## src/rtl/mac_operand_feeder.sv

```systemverilog
// Splits a packed A word into SINGLE/DUAL/QUAD multiplier beats; first beat one cycle after accept, registered outputs.
// Backpressure: beats hold while out_ready is low; a new word is taken only when idle or as the last beat retires.
module mac_operand_feeder #(
  parameter int MIN_W  = 8,
  parameter int CONF_W = 2
) (
  input  logic                 clk,
  input  logic                 rst,
  input  logic                 in_valid,
  output logic                 in_ready,
  input  logic [4*MIN_W-1:0]   in_a,
  input  logic [MIN_W-1:0]     in_b,
  input  logic [CONF_W-1:0]    in_cfg,
  output logic                 out_valid,
  input  logic                 out_ready,
  output logic [MIN_W-1:0]     out_a0,
  output logic [MIN_W-1:0]     out_a1,
  output logic [MIN_W-1:0]     out_a2,
  output logic [MIN_W-1:0]     out_a3,
  output logic [MIN_W-1:0]     out_b1,
  output logic [CONF_W-1:0]    out_cfg,
  output logic                 out_last,
  output logic                 err_cfg
);

  localparam logic [CONF_W-1:0] CFG_SINGLE = CONF_W'(0);
  localparam logic [CONF_W-1:0] CFG_DUAL   = CONF_W'(1);
  localparam logic [CONF_W-1:0] CFG_QUAD   = CONF_W'(2);

  typedef enum logic {IDLE, ISSUE} state_t;

  typedef struct packed {
    logic [MIN_W-1:0] a3;
    logic [MIN_W-1:0] a2;
    logic [MIN_W-1:0] a1;
    logic [MIN_W-1:0] a0;
    logic             last;
  } beat_t;

  state_t             state;
  logic [1:0]         k;
  logic [4*MIN_W-1:0] hold_a;
  beat_t              cur;
  beat_t              first_beat;
  beat_t              next_beat;
  logic               acc;
  logic               fire;
  logic               reserved;

  // Lane placement for beat k of a word in mode cfg.
  function automatic beat_t make_beat(input logic [4*MIN_W-1:0] a,
                                      input logic [CONF_W-1:0] cfg,
                                      input logic [1:0] kk);
    beat_t bt;
    bt = '0;
    case (cfg)
      CFG_SINGLE: begin
        bt.a1   = a[MIN_W*int'(kk) +: MIN_W];
        bt.last = (kk == 2'd3);
      end
      CFG_DUAL: begin
        bt.a0   = a[MIN_W*(2*int'(kk[0])) +: MIN_W];
        bt.a1   = a[MIN_W*(2*int'(kk[0])+1) +: MIN_W];
        bt.last = kk[0];
      end
      default: begin
        bt.a0   = a[0*MIN_W +: MIN_W];
        bt.a1   = a[1*MIN_W +: MIN_W];
        bt.a2   = a[2*MIN_W +: MIN_W];
        bt.a3   = a[3*MIN_W +: MIN_W];
        bt.last = 1'b1;
      end
    endcase
    return bt;
  endfunction

  always_comb begin
    first_beat = make_beat(in_a, in_cfg, 2'd0);
    next_beat  = make_beat(hold_a, out_cfg, k + 2'd1);
  end

  assign fire     = out_valid && out_ready;
  assign in_ready = !rst && (state == IDLE || (fire && cur.last));
  assign acc      = in_valid && in_ready;
  assign reserved = !(in_cfg == CFG_SINGLE || in_cfg == CFG_DUAL || in_cfg == CFG_QUAD);

  assign out_a0   = cur.a0;
  assign out_a1   = cur.a1;
  assign out_a2   = cur.a2;
  assign out_a3   = cur.a3;
  assign out_last = cur.last;

  always_ff @(posedge clk) begin
    if (rst) begin
      state     <= IDLE;
      k         <= 2'd0;
      hold_a    <= '0;
      cur       <= '0;
      out_valid <= 1'b0;
      out_b1    <= '0;
      out_cfg   <= '0;
      err_cfg   <= 1'b0;
    end else begin
      err_cfg <= 1'b0;
      if (acc) begin
        hold_a <= in_a;
        k      <= 2'd0;
        // Reserved modes are swallowed: flag it and stay idle.
        if (reserved) begin
          state     <= IDLE;
          out_valid <= 1'b0;
          cur       <= '0;
          out_b1    <= '0;
          out_cfg   <= '0;
          err_cfg   <= 1'b1;
        end else begin
          state     <= ISSUE;
          out_valid <= 1'b1;
          cur       <= first_beat;
          out_b1    <= in_b;
          out_cfg   <= in_cfg;
        end
      end else if (fire) begin
        if (cur.last) begin
          state     <= IDLE;
          out_valid <= 1'b0;
          k         <= 2'd0;
          cur       <= '0;
          out_b1    <= '0;
          out_cfg   <= '0;
        end else begin
          k   <= k + 2'd1;
          cur <= next_beat;
        end
      end
    end
  end

endmodule

```

## config.mk

```make
export PLATFORM = sky130hd
export DESIGN_NAME = mac_operand_feeder
export DESIGN_NICKNAME = d
export VERILOG_FILES = /design/src/rtl/mac_operand_feeder.sv
export SDC_FILE = /design/constraint.sdc
export NUM_CORES = 1
export LEC_CHECK = 0
export ABC_AREA = 1
export BUFFER_PORTS_ARGS = -buffer_cell sky130_fd_sc_hd__buf_4
export CAP_MARGIN = 0
export CORE_ASPECT_RATIO = 0.8
export CORE_MARGIN = 2
export CORE_UTILIZATION = 56
export CTS_BUF_LIST = sky130_fd_sc_hd__clkbuf_4
export CTS_CLUSTER_DIAMETER = 30
export CTS_CLUSTER_SIZE = 8
export DETAILED_ROUTE_END_ITERATION = 10
export GPL_TIMING_DRIVEN = 0
export MAX_ROUTING_LAYER = met4
export PLACE_DENSITY = 0.83
export SLEW_MARGIN = 20
export SYNTH_ARGS = -nofsm -noshare
export SYNTH_HDL_FRONTEND = slang
export SYNTH_SLANG_ARGS = --single-unit
```

## constraint.sdc

```tcl
create_clock -name clk -period 2.49 [get_ports clk]
set_input_delay 0.1245 -clock clk [delete_from_list [all_inputs] [get_ports clk]]
set_output_delay 0.1245 -clock clk [all_outputs]
set_load 0.005 [all_outputs]
```

Word level (Yosys, flattened, before mapping)
Cells that the tools add are included.
{"block": "word_totals", "register_bits": 79, "out_inout_bits": 46, "elab_cells": 65}
{"block": "op_classes", "addsub": 2, "eq_ne": 4, "shift": 3, "mux": 26, "bitwise_logic": 2, "reduce_logical": 17}
{"cell": "$mux W33", "count": 4}
{"cell": "$shiftx A32 B6 Y8", "count": 2}
{"cell": "$mux W8", "count": 6}
{"cell": "$mux W16", "count": 2}
{"cell": "$pmux W8 S2", "count": 2}
{"cell": "$shiftx A32 B7 Y8", "count": 1}
{"cell": "$mux W2", "count": 5}
{"cell": "$reduce_or A2 Y1", "count": 4}
{"cell": "$mux W1", "count": 6}
{"cell": "$eq A2 B1 Y1 const B", "count": 2}
{"cell": "$eq A2 B2 Y1 const B", "count": 2}
{"cell": "$logic_and A1 B1 Y1", "count": 4}
{"cell": "$logic_not A2 Y1", "count": 2}
{"cell": "$reduce_bool A2 Y1", "count": 2}
{"cell": "$add A2 B1 Y3 const B", "count": 1}
{"cell": "$logic_or A1 B1 Y1", "count": 3}
{"cell": "$add A2 B1 Y2 const B", "count": 1}
{"cell": "$not A1 Y1", "count": 2}
{"cell": "$pmux W1 S2", "count": 1}
{"cell": "$reduce_and A2 Y1", "count": 1}
{"cell": "$logic_not A1 Y1", "count": 1}

Logic depth before layout (Yosys ltp)
{"block": "logic_depth", "word_depth": 7, "ltp_mapped": 10, "ltp_nobuf": 9}

Least setup slack after synthesis
Ideal clock, no wire load.
{"block": "synth_path", "path_type": "reg-to-reg", "startpoint": "register k[0]", "endpoint": "register cur (netlist bit out_a1[4])", "setup_time_ns": 0.070, "arrival_time_ns": 1.658, "required_time_ns": 2.420, "path_slack_ns": 0.762, "stages_incl_launch_ff": 11, "path_buffers": 2, "period_less_slack_ns": 1.728, "path_cell_list": "dfxtp_1 -> inv_1 -> buf_2 -> ha_1 -> clkbuf_1 -> inv_1 -> nand3_1 -> nand3_1 -> nand2_1 -> nand2_1 -> a21oi_1"}
{"block": "synth_between", "elab_chain_cells": 7, "elab_cells_between_ends": 8}
{"element": "start, declared", "line": "41", "source": "logic [1:0] k;"}
{"element": "start signal, assigned", "line": "132", "source": "k <= k + 2'd1;"}
{"element": "$add A2 B1 Y2 (*)", "line": "79", "source": "next_beat = make_beat(hold_a, out_cfg, k + 2'd1);"}
{"element": "$add A2 B1 Y3", "line": "63", "source": "bt.a1 = a[MIN_W*(2*int'(kk[0])+1) +: MIN_W];"}
{"element": "$shiftx A32 B7 Y8", "line": "63"}
{"element": "$pmux W8 S2 (*)", "line": "56", "source": "case (cfg)"}
{"element": "$mux W33 (*)", "line": "124", "source": "if (cur.last) begin"}
{"element": "$mux W33 (*)", "line": "123", "source": "end else if (fire) begin"}
{"element": "$mux W33 (*)", "line": "105", "source": "if (acc) begin"}
{"element": "end signal, assigned", "line": "119", "source": "cur <= first_beat;"}
{"element": "end signal, assigned", "line": "133", "source": "cur <= next_beat;"}
{"element": "end, declared", "line": "43", "source": "beat_t cur;"}
Every way passes the cells marked *; elsewhere a longest branch is shown, timed or not. The select of a mux whose other input is x is not followed.
A chain may end at the register's enable or synchronous reset.

Worst setup path after layout
{"block": "layout_path", "startpoint": "register k[0]", "endpoint": "register cur (netlist bit out_a1[1])"}
The elaborated chain is that of the path after synthesis.

==> results.cfg <==
[outcome]
status = finished, final reports clean

[die]
die_w_um = 98.0
fp.dieH_um = 79.2
io_pins = 92
core_um2 = 6860
dieArea_um2 = 7770
initial_core_util_pct = 57.8
rows = 27

[grt]
grt-busiest-layer = met2
met1_usage_pct = 44.9
track_usage_pct = 36.4
grt_overflow_total = 0
grt_max_degree = 15
use_met3_pct = 8.80
grt_pass1_vias = 4603
antenna_found_initial = 0
grtUsageMet2_pct = 57.8
grt_pass1_wl_um = 21700

[critical_path]
end_kind = flip-flop
crit_end = out_a1[1]
cp.arrival_ps = 2600
slowest_delay_ps = 420
worst-path-stages = 10
critical_path_required_ps = 2880
r2r_end = out_a1[1]
rr_startpoint = k[0]
path_max_fanout = 10
startpoint = k[0]
r2r_setup_slack_ps = 290
ff2ff_path_depth = 10
cp_slowest_cell = dfxtp_1
cp-start-kind = flip-flop
cp_top_family = buffers and inverters
path_class = flip-flop to flip-flop
cp_num_buf_inv = 4
crit_chain = inv_1 > buf_2 > ha_1 > clkbuf_1 > inv_1 > nand3_1 > nand3_1 > nand2_1 > nand2_1 > a21oi_1

[timing]
skew_ps = 13.9
period_needed_ps = 2200
finalHoldViolCount = 0
tightest_slew_ps = 694
postLayoutSetupSlackWorst_ps = 286
setup_viol = 0
clock.fmax_ghz = 0.454
final.setup.tns_ps = 0
post-route-period-util_pct = 88.5
rsz0062_at_grt = no
slew_headroom_pct = 53.7
drv_slew = 0

[power]
power_density_nw_per_um2 = 539
power.leakage_nw = 2.53
power_mw = 2.87
ir_worst_vdd_v = 0.000385

[final_layout]
num_antenna_cells = 0
nets = 806
fin_util_pct = 77.5
final_layout_size_suffix_gt1_share_pct = 17.9
area_growth_pct = 34.2

[routing]
wl_um = 13600
routedWlPerCell_um = 15.9
postRouteAntennaNets = 0
drc_errors = 0
vias = 4707
dr.pass1.iters = 6
viasPerCell = 5.53
first_iter_violations = 516

[synthesis]
synth_edf_count = 0
synth.top_cell.area_share_pct = 39.9
async_flop_share_pct = 0
avgSynthCellArea_um2 = 6.44
synth.area.top_cells = dfxtp_1 40%, nand2_1 14%, o21ai_0 8.3%
ys_ff_latch = 79
netlist_instances = 615
synth_fp_nets = 662
synth_area_um2 = 3960
synth_cell_type_count = 23
yosysSeqAreaShare_pct = 39.9
yosysTopAreaCell = dfxtp_1
synth-warning-count = 0
synth_ff_type = dfxtp_1

[clocking]
cts.sinks = 79
worstSkewPairLatency_ps = 450
cts_tree = yes
cts_buffers = 9
path_clk_slew_ps = 140
clk_path_buf_depth = 2
clock_tree.root_cell = clkbuf_4
h-tree-depth = 3
postCtsSetupRepairBufs = 0

[min_path]
hp-class = input port to flip-flop

[placement]
io_buffers = 90
dp_slack_ps = 336
hpwl_um = 9310
gp_congestion = 0.984

[flow_run]
max_cap_viol_count = 0
[cell usage after synthesis (2+ instances only)]
cell / count
a21oi_1: 38
buf_2: 11
buf_4: 9
clkbuf_1: 11
dfxtp_1: 79
inv_1: 77
inv_2: 3
nand2_1: 153
nand2_2: 2
nand3_1: 57
nor2_1: 70
nor3_1: 13
o21ai_0: 66
o21ai_1: 6
o22ai_1: 12
[through the flow]
step | instances | hold slack, ps | cell area [µm²]
floorplan | 615 | 237 | 3960
global placement | 792 | 335 | 4750
detailed placement | 792 | 340 | 4750
CTS | 851 | 30.4 | 5320
global route | 851 | 67.3 | 5320
finish | 851 | 32.8 | 5320
[what timing repair did]
action,in CTS,in global routing
resized for setup,0,0
hold endpoints to repair,58,0
hold buffers,43,0
[placed cells by master, fill, tap and decap left out]
cell type / Yosys / final
nand2_1: 153 / 153
buf_4: 9 / 99
dfxtp_1: 79 / 79
inv_1: 77 / 77
nor2_1: 70 / 70
o21ai_0: 66 / 66
nand3_1: 57 / 57
dlygate4sd3_1: 0 / 43
a21oi_1: 38 / 38
nor3_1: 13 / 13
o22ai_1: 12 / 12
buf_2: 11 / 11
clkbuf_1: 11 / 11
clkbuf_4: 0 / 9
o21ai_1: 6 / 6
inv_2: 3 / 3
nand2_2: 2 / 2
clkinvlp_4: 0 / 2
nand3_4: 1 / 1
nand2_4: 1 / 1
inv_4: 1 / 1
a31oi_2: 1 / 1
nor2_2: 1 / 1
nand4_2: 1 / 1
nor2_4: 1 / 1
ha_1: 1 / 1
clkinv_2: 0 / 1
bufinv_16: 0 / 1
clkinv_4: 0 / 1
clkinv_1: 0 / 1
inv_6: 0 / 1
[worst min path at each step]
stage	start	to	slack, ps	cells past startpoint
floorplan	in_a[19]	hold_a[19]	240	2
CTS	out_ready	state	30	4
finish	out_ready	state	30	4
detailed placement	in_a[22]	hold_a[22]	340	3
global route	out_ready	state	70	4
global placement	in_a[29]	hold_a[29]	330	3
[worst register-to-register path, stage by stage (launching register included)]
cell and delay, ps:
dfxtp_1 420, inv_1 110, buf_2 200, ha_1 300
clkbuf_1 360, inv_1 240, nand3_1 160, nand3_1 80
nand2_1 100, nand2_1 60, a21oi_1 120
[registers in the layout, summed over array words and instances, names as in the netlist, 2 cells and up]
name,cells
hold_a,32
k,2
out_a0,8
out_a1,8
out_a2,8
out_a3,8
out_b1,8
out_cfg,2
[per-layer routing]
| layer | up-vias | share of wire, % |
|---|---|---|
| met4 | 0 | 3.6 |
| met5 | - | 0 |
| li1 | 2246 | - |
| met3 | 66 | 9.5 |
| met1 | 2118 | 41 |
| met2 | 277 | 46 |
[area by class of cell]
class	instances	area [µm²]
multi-input cells	424	1910
flip-flops and latches	79	1580
fillers	536	1540
repair buffers	133	1110
inverters	81	307
plain buffers	31	164
well taps	87	109
clock inverters	7	71.3
clock buffers	9	67.6
[where the power goes]
group	total (mW)	switching, mW	internal, mW
clock network	0.793	0.488	0.305
registers	1.42	0.0593	1.36
logic	0.654	0.364	0.290
[cell families after synthesis]
logic type / after synthesis / share of synthesized area (%)
AOI/OAI and AO/OA: 123 / 16.1
and+or+nand+nor: 300 / 31.8
DFF: 79 / 39.9
adders and majority gates: 1 / 0.316
buffers and inverters: 112 / 11.9
Note: power is estimated with default switching activity, not from simulation.
